===== src/rtl/mc14500b_run_ctrl.sv =====
// Run/step/halt sequencer for the MC14500B demo core: issues a one-CLK
// instruction enable, holds the core in reset after start-up, counts cycles.
module mc14500b_run_ctrl #(
  parameter int unsigned DIV          = 524288,
  parameter int unsigned RST_CYCLES   = 4,
  parameter bit          HALT_ON_FLG0 = 1'b1,
  parameter bit          STOP_ON_FLGF = 1'b0,
  parameter int unsigned CNT_W        = 16
) (
  input  logic             CLK,
  input  logic             rst_n,
  input  logic             run_toggle,
  input  logic             step_req,
  input  logic             restart,
  input  logic             flg0,
  input  logic             flgf,
  output logic             core_rst,
  output logic             core_ce,
  output logic             running,
  output logic [1:0]       state,
  output logic [CNT_W-1:0] instr_count,
  output logic [7:0]       loop_count
);

  localparam int unsigned DIV_W = 24;
  localparam logic [DIV_W-1:0] DIV_LAST = DIV_W'(DIV - 32'd1);
  localparam logic [7:0]       RST_LAST = 8'(RST_CYCLES - 32'd1);

  typedef enum logic [1:0] {
    ST_INIT = 2'd0,
    ST_HALT = 2'd1,
    ST_RUN  = 2'd2,
    ST_STEP = 2'd3
  } state_t;

  function automatic logic [7:0] sat_inc8(input logic [7:0] v);
    if (v == 8'hFF) begin
      return v;
    end else begin
      return v + 8'd1;
    end
  endfunction

  state_t           state_r, state_nxt_s;
  logic [DIV_W-1:0] div_r, div_nxt_s;
  logic [7:0]       rst_cnt_r, rst_cnt_nxt_s;
  logic             core_ce_r, core_ce_nxt_s;
  logic             core_rst_r, core_rst_nxt_s;
  logic             running_r, running_nxt_s;
  logic [CNT_W-1:0] instr_count_r, instr_count_nxt_s;
  logic [7:0]       loop_count_r, loop_count_nxt_s;
  logic             flag_halt_s;

  // Flags only matter in the cycle the core actually executes an instruction.
  always_comb begin
    flag_halt_s = core_ce_r & ((flg0 & HALT_ON_FLG0) | (flgf & STOP_ON_FLGF));
  end

  // Next-state, divider, counters and registered-output precursors.
  always_comb begin
    state_nxt_s       = state_r;
    div_nxt_s         = div_r;
    rst_cnt_nxt_s     = rst_cnt_r;
    core_ce_nxt_s     = 1'b0;
    instr_count_nxt_s = instr_count_r;
    loop_count_nxt_s  = loop_count_r;

    if (core_ce_r) begin
      instr_count_nxt_s = instr_count_r + CNT_W'(1);
    end else begin
      instr_count_nxt_s = instr_count_r;
    end
    if (core_ce_r && flgf) begin
      loop_count_nxt_s = sat_inc8(loop_count_r);
    end else begin
      loop_count_nxt_s = loop_count_r;
    end

    if (restart) begin
      state_nxt_s       = ST_INIT;
      rst_cnt_nxt_s     = 8'd0;
      div_nxt_s         = '0;
      instr_count_nxt_s = '0;
      loop_count_nxt_s  = 8'd0;
    end else begin
      case (state_r)
        ST_INIT: begin
          div_nxt_s = '0;
          if (rst_cnt_r == RST_LAST) begin
            state_nxt_s   = ST_HALT;
            rst_cnt_nxt_s = 8'd0;
          end else begin
            rst_cnt_nxt_s = rst_cnt_r + 8'd1;
          end
        end
        ST_HALT: begin
          div_nxt_s = '0;
          if (run_toggle) begin
            state_nxt_s = ST_RUN;
          end else if (step_req) begin
            state_nxt_s   = ST_STEP;
            core_ce_nxt_s = 1'b1;
          end else begin
            state_nxt_s = ST_HALT;
          end
        end
        ST_STEP: begin
          div_nxt_s   = '0;
          state_nxt_s = ST_HALT;
        end
        ST_RUN: begin
          // Terminal count arms the enable for the following cycle, so a
          // halt or restart in the terminal cycle suppresses the pulse.
          if (run_toggle || flag_halt_s) begin
            state_nxt_s = ST_HALT;
            div_nxt_s   = '0;
          end else if (div_r == DIV_LAST) begin
            div_nxt_s     = '0;
            core_ce_nxt_s = 1'b1;
          end else begin
            div_nxt_s = div_r + DIV_W'(1);
          end
        end
        default: begin
          state_nxt_s   = ST_INIT;
          rst_cnt_nxt_s = 8'd0;
          div_nxt_s     = '0;
        end
      endcase
    end

    core_rst_nxt_s = (state_nxt_s == ST_INIT);
    running_nxt_s  = (state_nxt_s == ST_RUN);
  end

  // State, divider, counters and all outputs are registered here.
  always_ff @(posedge CLK or negedge rst_n) begin
    if (!rst_n) begin
      state_r       <= ST_INIT;
      div_r         <= '0;
      rst_cnt_r     <= 8'd0;
      core_ce_r     <= 1'b0;
      core_rst_r    <= 1'b1;
      running_r     <= 1'b0;
      instr_count_r <= '0;
      loop_count_r  <= 8'd0;
    end else begin
      state_r       <= state_nxt_s;
      div_r         <= div_nxt_s;
      rst_cnt_r     <= rst_cnt_nxt_s;
      core_ce_r     <= core_ce_nxt_s;
      core_rst_r    <= core_rst_nxt_s;
      running_r     <= running_nxt_s;
      instr_count_r <= instr_count_nxt_s;
      loop_count_r  <= loop_count_nxt_s;
    end
  end

  assign core_rst    = core_rst_r;
  assign core_ce     = core_ce_r;
  assign running     = running_r;
  assign state       = state_r;
  assign instr_count = instr_count_r;
  assign loop_count  = loop_count_r;

endmodule


===== config.mk =====
export PLATFORM = sky130hd
export DESIGN_NAME = mc14500b_run_ctrl
export DESIGN_NICKNAME = d
export VERILOG_FILES = /design/src/rtl/mc14500b_run_ctrl.sv
export SDC_FILE = /design/constraint.sdc
export NUM_CORES = 1
export LEC_CHECK = 0
export BUFFER_PORTS_ARGS = -buffer_cell sky130_fd_sc_hd__buf_2
export CAP_MARGIN = 20
export CORE_AREA = 2 2 76 78
export DETAILED_ROUTE_END_ITERATION = 8
export DIE_AREA = 0 0 78 80
export PLACE_DENSITY = 0.8
export SYNTH_ARGS = -nofsm -noshare
export SYNTH_HDL_FRONTEND = slang
export SYNTH_SLANG_ARGS = --single-unit

===== constraint.sdc =====
create_clock -name CLK -period 3.6 [get_ports CLK]
set_input_delay 0.72 -clock CLK [delete_from_list [all_inputs] [get_ports CLK]]
set_output_delay 0.72 -clock CLK [all_outputs]
set_load 0.005 [all_outputs]

* Yosys cells after proc, flatten, opt, wreduce, memory -nomap -nowiden
Index checks and enable logic that the tools add are counted.
** Operators by class
- Add/sub/neg operators :: 4
- Equal/unequal tests :: 8
- Muxes and demuxes :: 24
- Bitwise gates (word level) :: 1
- Reduce and logical (&&, ||, !) cells :: 9
** Operators with widths (number)
- two-way mux 24 bit :: 3
- two-way mux 8 bit :: 6
- one-hot mux 24 bit (2 select lines) :: 1
- two-way mux 16 bit :: 2
- adder 24 x 1 -> 24 bit (second input constant) :: 1
- == test 24 x 19 -> 1 bit (second input constant) :: 1
- adder 16 x 1 -> 16 bit (second input constant) :: 1
- adder 8 x 1 -> 8 bit (second input constant) :: 2
- two-way mux 2 bit :: 5
- == test 8 x 2 -> 1 bit (second input constant) :: 1
- == test 8 bit (second input constant) :: 1
- one-hot mux 2 bit (4 select lines) :: 1
- == test 2 bit (second input constant) :: 3
- nonzero test 2 bit :: 3
- two-way mux 1 bit :: 5
- logical NOT 2 bit :: 2
- OR reduction 3 bit :: 1
- == test 2 x 1 -> 1 bit (second input constant) :: 1
- inequality test 2 bit (second input constant) :: 1
- one-hot mux 1 bit (2 select lines) :: 1
- AND reduction 2 bit :: 1
- AND 1 bit :: 1
- logical AND 1 bit :: 1
- logical OR 1 bit :: 1
** Storage, ports and cells
- Register bits :: 61
- Output and inout bits :: 29
- Logic and storage cells :: 54

* Logic depth before layout (Yosys ltp)
Gate-level depths: netlist of the first run.
- Depth after elaboration :: 6
- Mapped depth :: 7
- Mapped depth without buffers :: 6

* Worst setup path before layout of the first run
OpenSTA, ideal clock, no wires.
- Path type :: flip-flop to flip-flop
- Start :: reg div_r[0]
- End :: reg div_r[9]
- Library setup time :: 119 ps
- Data arrival time :: 2013 ps
- Required time :: 3481 ps
- Slack :: 1468 ps
- Cell stages (with the launch flop) :: 8
- Path buffers :: 2
- Cell sequence :: dfrtp_1 ha_1 nand4_1 or4_1 buf_4 o31ai_4 buf_6 nor2_1
** Between the ends
- Longest elaborated chain between the ends :: 5
- Elaborated cells on any way between the ends :: 6
** Ends and longest elaborated chain
- from (decl) :: RTL line 45 : logic [DIV_W-1:0] div_r, div_nxt_s;
- from (signal assigned) :: RTL line 149 : div_r <= div_nxt_s;
- adder 24 x 1 -> 24 bit / == test 24 x 19 -> 1 bit (equally long branches) :: RTL line 121, 117
- two-way mux 24 bit (*) :: RTL line 117 : end else if (div_r == DIV_LAST) begin
- two-way mux 24 bit (*) :: RTL line 114 : if (run_toggle || flag_halt_s) begin
- one-hot mux 24 bit (2 select lines) (*) :: RTL line 86 : case (state_r)
- two-way mux 24 bit (*) :: RTL line 79 : if (restart) begin
- named net div_nxt_s[9] :: RTL line 45
The timed path passes the listed nets; every way through them passes the cells marked *.
A chain may end at the register's enable or synchronous reset.

* Final worst setup path of the first run
- Start :: reg div_r[0]
- End :: reg div_r[4]
Same word-level chain as after synthesis.

==> results.toml, run 1 <==
[critical_path]
worst_setup_path_start_kind = "flip-flop"
cp_max_fo = 19
reg2reg_depth = 5
r2r_start = "div_r[0]"
worst-setup-path-type = "reg -> reg"
cp-end-kind = "flip-flop"
crit_arrival_ns = 2.78
cp_data_required_time_ns = 3.78
r2r-end = "div_r[4]"
r2r_setup_slack_ns = 1.00

[cts]
cts.sinks = 61
cts_resized = 0
clock_latency_ns = 0.34
tritoncts = "done"
hold_buffers = 0
ctsLongestPathBuffers = 2
ctsRootBufferMaster = "clkbuf_8"
clkTransAtPathRegs_ns = 0.07
cts_setup_buffers = 0
htreeDepth = 3
cts_buffers = 9

[finish]
layout.nets = 378
drive_gt1_share_pct = 17.4
area_growth_pct = 13.9
antenna_cells = 0
most-common-layout-cells = "dfrtp_1 (60), nor2_1 (42), buf_2 (35)"
fin_util_pct = 66.7
final_common_cell = "dfrtp_1"

[synth]
avgSynthCellArea_um2 = 9.63
synth-simple-area-share_pct = 23.5
ys_ff_latch = 61
synthAdderAreaFrac_pct = 3.16
syn_nets = 344
synth_top_family_by_area = "simple AND/OR/NAND/NOR gates"
ys_seq_area_share_pct = 48.2
yosysUniqueCellTypes = 45
synth_compound_area_share_pct = 11.8
muxShareOfSynthArea_pct = 0.987
syn_area_um2 = 3170
synth_cells = 329
synth-xor-area-share_pct = 8.85
synth_warnings = 0

[sta]
hold_viol = 0
relSlewSlack_pct = 43.3
slew_violations = 0
finalCritPeriodShare_pct = 72.2
tightest_slew_ns = 0.840
setup_viol = 0
setup_tns_ns = 0
max_freq_mhz = 385
skew_ns = 0.0140
rsz0062_at_grt = "no"
period_minus_slack_ns = 2.60

[grt]
overflow = 0
grt_max_degree = 50
antenna_found_initial = 0
grt_pass1_vias = 2403
grt.total_usage_pct = 21.2
grt_pass1_wl_um = 10500

[place]
dp_hpwl_um = 4230
io_buffers = 35
place.gp.congestion = 0.849

[floorplanning]
die-area_um2 = 6240
die_x_um = 78
io_pins = 36
core_area_um2 = 5410
rows = 27
start_util_pct = 58.6
die_h_um = 80

[detailed_routing]
dr.first_iter.drc_count = 169
routed_wirelength_um = 6270
wl_per_cell_um = 14.2
routed_via_density = 5.77
ant_nets = 0
drc = 0
drtPass1Iterations = 5
num_vias = 2539

[flow_run]
maxCapViolCount = 0

[worst_hold_path]
hp-class = "in -> async"

[power]
power_density_nw_per_um2 = 427
ir_drop_mv = 0.322
p_leak_nw = 1.56

[status]
outcome = "completed"
-- cells in the mapped netlist --
cell type	n	share of area (%)
a2111oi_0	1	0.28
a211oi_1	1	0.24
a21boi_0	1	0.24
a21o_1	2	0.47
a21oi_1	24	3.8
a221oi_1	1	0.28
a31oi_1	1	0.20
a41o_1	1	0.32
and2_1	2	0.39
and3_1	4	0.79
and4_1	4	1.1
and4_2	1	0.32
buf_1	1	0.12
buf_4	1	0.24
buf_6	1	0.36
clkbuf_1	11	1.3
dfrtp_1	60	47
dfstp_2	1	0.83
ha_1	8	3.2
inv_1	12	1.4
mux2_2	1	0.36
mux2i_1	2	0.63
nand2_1	19	2.3
nand2b_1	1	0.20
nand3_1	17	2.7
nand4_1	14	2.8
nand4_4	1	0.67
nor2_1	42	5.0
nor2b_1	1	0.20
nor3_1	4	0.63
nor4_1	5	0.99
nor4b_1	1	0.28
o2111ai_1	1	0.28
o21a_1	2	0.47
o21ai_0	11	1.7
o22ai_1	1	0.20
o31ai_1	10	2.4
o31ai_4	1	0.67
o41ai_1	1	0.28
or2_2	2	0.39
or3_1	8	1.6
or3_2	4	0.95
or4_1	10	2.4
xnor2_1	15	4.1
xor2_1	17	4.7
-- cell families after synthesis --
| kind of cell | after synthesis |
|---|---|
| buffers and inverters | 26 |
| multiplexers | 3 |
| AO/OA/AOI/OAI | 59 |
| XOR/XNOR | 32 |
| flip-flops | 61 |
| adder cells (fa/ha/maj) | 8 |
| AND/OR/NAND/NOR | 140 |
-- worst max-delay path, stage by stage, from the launching register on --
cell,delay (ns)
dfrtp_1,0.40
ha_1,0.24
nand4_1,0.18
or4_1,0.73
o31ai_4,0.73
nor2_1,0.16
-- worst max-delay path by stage --
stage	from	endpoint	slack (ns)	depth (start not counted)
6_report	div_r[0]	div_r[4]	1.00	5
2_1_floorplan	div_r[0]	div_r[9]	1.47	7
4_1_cts	div_r[0]	div_r[4]	0.98	5
3_5_place_dp	div_r[0]	div_r[5]	1.06	5
3_3_place_gp	div_r[0]	div_r[6]	1.13	5
5_1_grt	div_r[0]	div_r[4]	0.83	5
-- layer usage --
layer | global-route usage [%] | vias up | share of wire (%) | wire [µm]
met5 | 0 | - | 0 | 0
met3 | 6.22 | 9 | 4.1 | 256
met1 | 26.9 | 1235 | 47 | 2960
met2 | 35.1 | 52 | 47 | 2960
met4 | 7.19 | 0 | 1.4 | 89
li1 | - | 1243 | - | -
-- final cells by class --
cell class / count / area [µm²]
fillers: 424 / 1800
repair buffers: 37 / 203
flip-flops and latches: 61 / 1530
well taps: 72 / 90.1
inverters: 12 / 45.0
clock inverters: 5 / 58.8
multi-input cells: 242 / 1530
clock buffers: 11 / 151
-- sequential cells by signal, indices dropped and copies added (netlist names) --
register	count
instr_count	16
div_r	24
core_rst	1
loop_count	8
core_ce	1
rst_cnt_r	8
running	1
state	2
-- stage by stage --
step / total power, mW / cell area [µm²] / hold WS, ns / setup slack [ns] / instances
finish: 1.54 / 3610 / 0.260 / 1.00 / 440
global route: 1.60 / 3610 / 0.266 / 0.834 / 440
CTS: 1.55 / 3590 / 0.498 / 0.981 / 439
detailed placement: 0.928 / 3380 / 0.490 / 1.06 / 423
global placement: 0.924 / 3380 / 0.465 / 1.13 / 423
floorplan: 0.865 / 3170 / 0.424 / 1.47 / 329
-- power by group --
part,internal (mW),switching (mW),total [mW]
clock,0.357,0.266,0.623
combinational,0.0737,0.111,0.185
sequential,0.709,0.0226,0.731
Note: power is estimated with default switching activity, not from simulation.
==> run 2: changes to the inputs <==
--- a/config.mk
+++ b/config.mk
@@ -7,10 +7,10 @@
 export LEC_CHECK = 0
 export BUFFER_PORTS_ARGS = -buffer_cell sky130_fd_sc_hd__buf_2
 export CAP_MARGIN = 20
-export CORE_AREA = 2 2 76 78
+export CORE_AREA = 2 2 81 83
 export DETAILED_ROUTE_END_ITERATION = 8
-export DIE_AREA = 0 0 78 80
-export PLACE_DENSITY = 0.8
+export DIE_AREA = 0 0 83 85
+export PLACE_DENSITY = 0.74
 export SYNTH_ARGS = -nofsm -noshare
 export SYNTH_HDL_FRONTEND = slang
 export SYNTH_SLANG_ARGS = --single-unit
==> constraint.sdc (replaced) <==
create_clock -name CLK -period 2.3 [get_ports CLK]
set_input_delay 0.46 -clock CLK [delete_from_list [all_inputs] [get_ports CLK]]
set_output_delay 0.46 -clock CLK [all_outputs]
set_load 0.005 [all_outputs]
==> run 2 against run 1 <==
Worst hold slack worse by 0.16 ns. Largest cell class unchanged. Critical path type unchanged. Combinational power increased by 59%. Critical endpoint is now div_r[22]. Largest power group unchanged. Non-clock buffer count up 3. Highest routed layer unchanged.
==> results.toml, run 2 (synthesis results as in run 1) <==
[detailed_routing]
routed_wirelength_um = 6190
dr.first_iter.drc_count = 151
num_vias = 2546
drc = 0
ant_nets = 0
routed_via_density = 5.68
drtPass1Iterations = 4
wl_per_cell_um = 13.8

[place]
io_buffers = 35
post-place-ws_ns = 0.102
dp_hpwl_um = 4260
place.gp.congestion = 0.851
dp.cells = 432

[sta]
slew_violations = 0
hold_viol = 0
tightest_slew_ns = 0.504
max_freq_mhz = 471
setup_viol = 0
fin_ws_ns = 0.177
relSlewSlack_pct = 65.6
period_minus_slack_ns = 2.12
finalCritPeriodShare_pct = 92.3
setup_tns_ns = 0
rsz0062_at_grt = "no"
skew_ns = 0.00943

[finish]
seq_area_um2 = 1530
layout.cells.non_filler = 448
most-common-layout-cells = "dfrtp_1 (60), nor2_1 (42), buf_2 (35)"
largest_reg_flops = 24
fin_util_pct = 58.9
layout.nets = 381
regMostFlops = "div_r"
fillers = 528
area_growth_pct = 15.3
antenna_cells = 0
drive_gt1_share_pct = 18.3
multi_input_area_um2 = 1540
final_common_cell = "dfrtp_1"

[critical_path]
worst_setup_path_start_kind = "flip-flop"
crit_arrival_ns = 2.38
path_cells = "ha_1 -> nand4_1 -> or4_4 -> or3_2 -> a21oi_1"
cp_data_required_time_ns = 2.55
cp-end-kind = "flip-flop"
crit_buf_inv = 0
max_stage_delay_ns = 0.63
slowest_stage = "or4_4"
cp_max_fo = 10
cpLargestDelayFamily = "simple AND/OR/NAND/NOR gates"
worst-setup-path-type = "reg -> reg"

[grt]
grt_max_degree = 40
grt_pass1_wl_um = 10600
grt_pass1_vias = 2297
overflow = 0
grt.total_usage_pct = 18.4
antenna_found_initial = 0

[cts]
cts.sinks = 61
tritoncts = "done"
ctsRootBufferMaster = "clkbuf_8"
htreeDepth = 3
clkTransAtPathRegs_ns = 0.08
cts_resized = 0
clock_latency_ns = 0.34
cts_setup_buffers = 0
cts_buffers = 9
hold_buffers = 0
ctsLongestPathBuffers = 2

[worst_hold_path]
hp-class = "in -> async"

[flow_run]
maxCapViolCount = 0

[floorplanning]
io_pins = 36
die_x_um = 83
rows = 29
die_h_um = 85
core_area_um2 = 6200
start_util_pct = 51.1
die-area_um2 = 7060

[power]
p_leak_nw = 1.58
power_density_nw_per_um2 = 683
ir_drop_mv = 0.335

[status]
outcome = "completed"
run 2: cell count changes in the layout (fill, tap and decap cells not counted):
cell and delta:
buf_4 +3, bufinv_16 +1, clkbuf_8 -2, clkinv_4 +3
clkinvlp_4 -2, or4_1 -1, or4_4 +1
run 2: worst paths after layout:
path / start / to / slack, ns / depth (start not counted)
worst max-delay path: div_r[0] / div_r[22] / 0.18 / 5
worst min-delay path: rst_n / rst_cnt_r[1] / 0.1 / 1
worst max register to register: div_r[0] / div_r[22] / 0.18 / 5
worst min register to register: div_r[0] / div_r[0] / 0.49 / 1
max in group asynchronous: rst_n / div_r[22] / 1.61 / 2
min in group CLK: restart / rst_cnt_r[1] / 0.36 / 2
run 2: final cells by class:
| cell class | count | area share, % |
|---|---|---|
| clock buffer | 9 | 3.39 |
| clock inverter | 7 | 2.74 |
| inverter | 12 | 1.23 |
| multi-input combinational | 242 | 42.0 |
| sequential | 61 | 41.8 |
| tap | 77 | 2.64 |
| timing repair buffer | 40 | 6.16 |
run 2: power by group:
group          leakage, nW  internal [mW]  total [mW]  switching, mW
clock network        0.113          0.615        1.06          0.442
logic                0.624          0.118       0.295          0.176
registers            0.847           1.11        1.14         0.0352
run 2: metal layers:
metal | GRT usage (%) | part of all wire (%) | vias to the layer above | routed length, µm
li1 | - | - | 1257 | -
met1 | 25.3 | 48 | 1234 | 3000
met2 | 28.7 | 46 | 47 | 2870
met3 | 4.77 | 4.1 | 8 | 253
met4 | 6.26 | 1.1 | 0 | 71
met5 | 0 | 0 | - | 0
run 2: worst reg2reg max path: stages, from the launching register on:
cell	delay (ns)
dfrtp_1	0.39
ha_1	0.24
nand4_1	0.14
or4_4	0.63
or3_2	0.48
a21oi_1	0.15
run 2: metrics by stage:
stage | hold WS, ns | instance area [µm²] | power, mW
final | 0.0973 | 3650 | 2.50
after global routing | 0.138 | 3650 | 2.62
after CTS | 0.110 | 3650 | 2.52
after detailed placement | 0.476 | 3430 | 1.46
after global placement | 0.465 | 3430 | 1.46
after floorplan | 0.164 | 3170 | 1.35
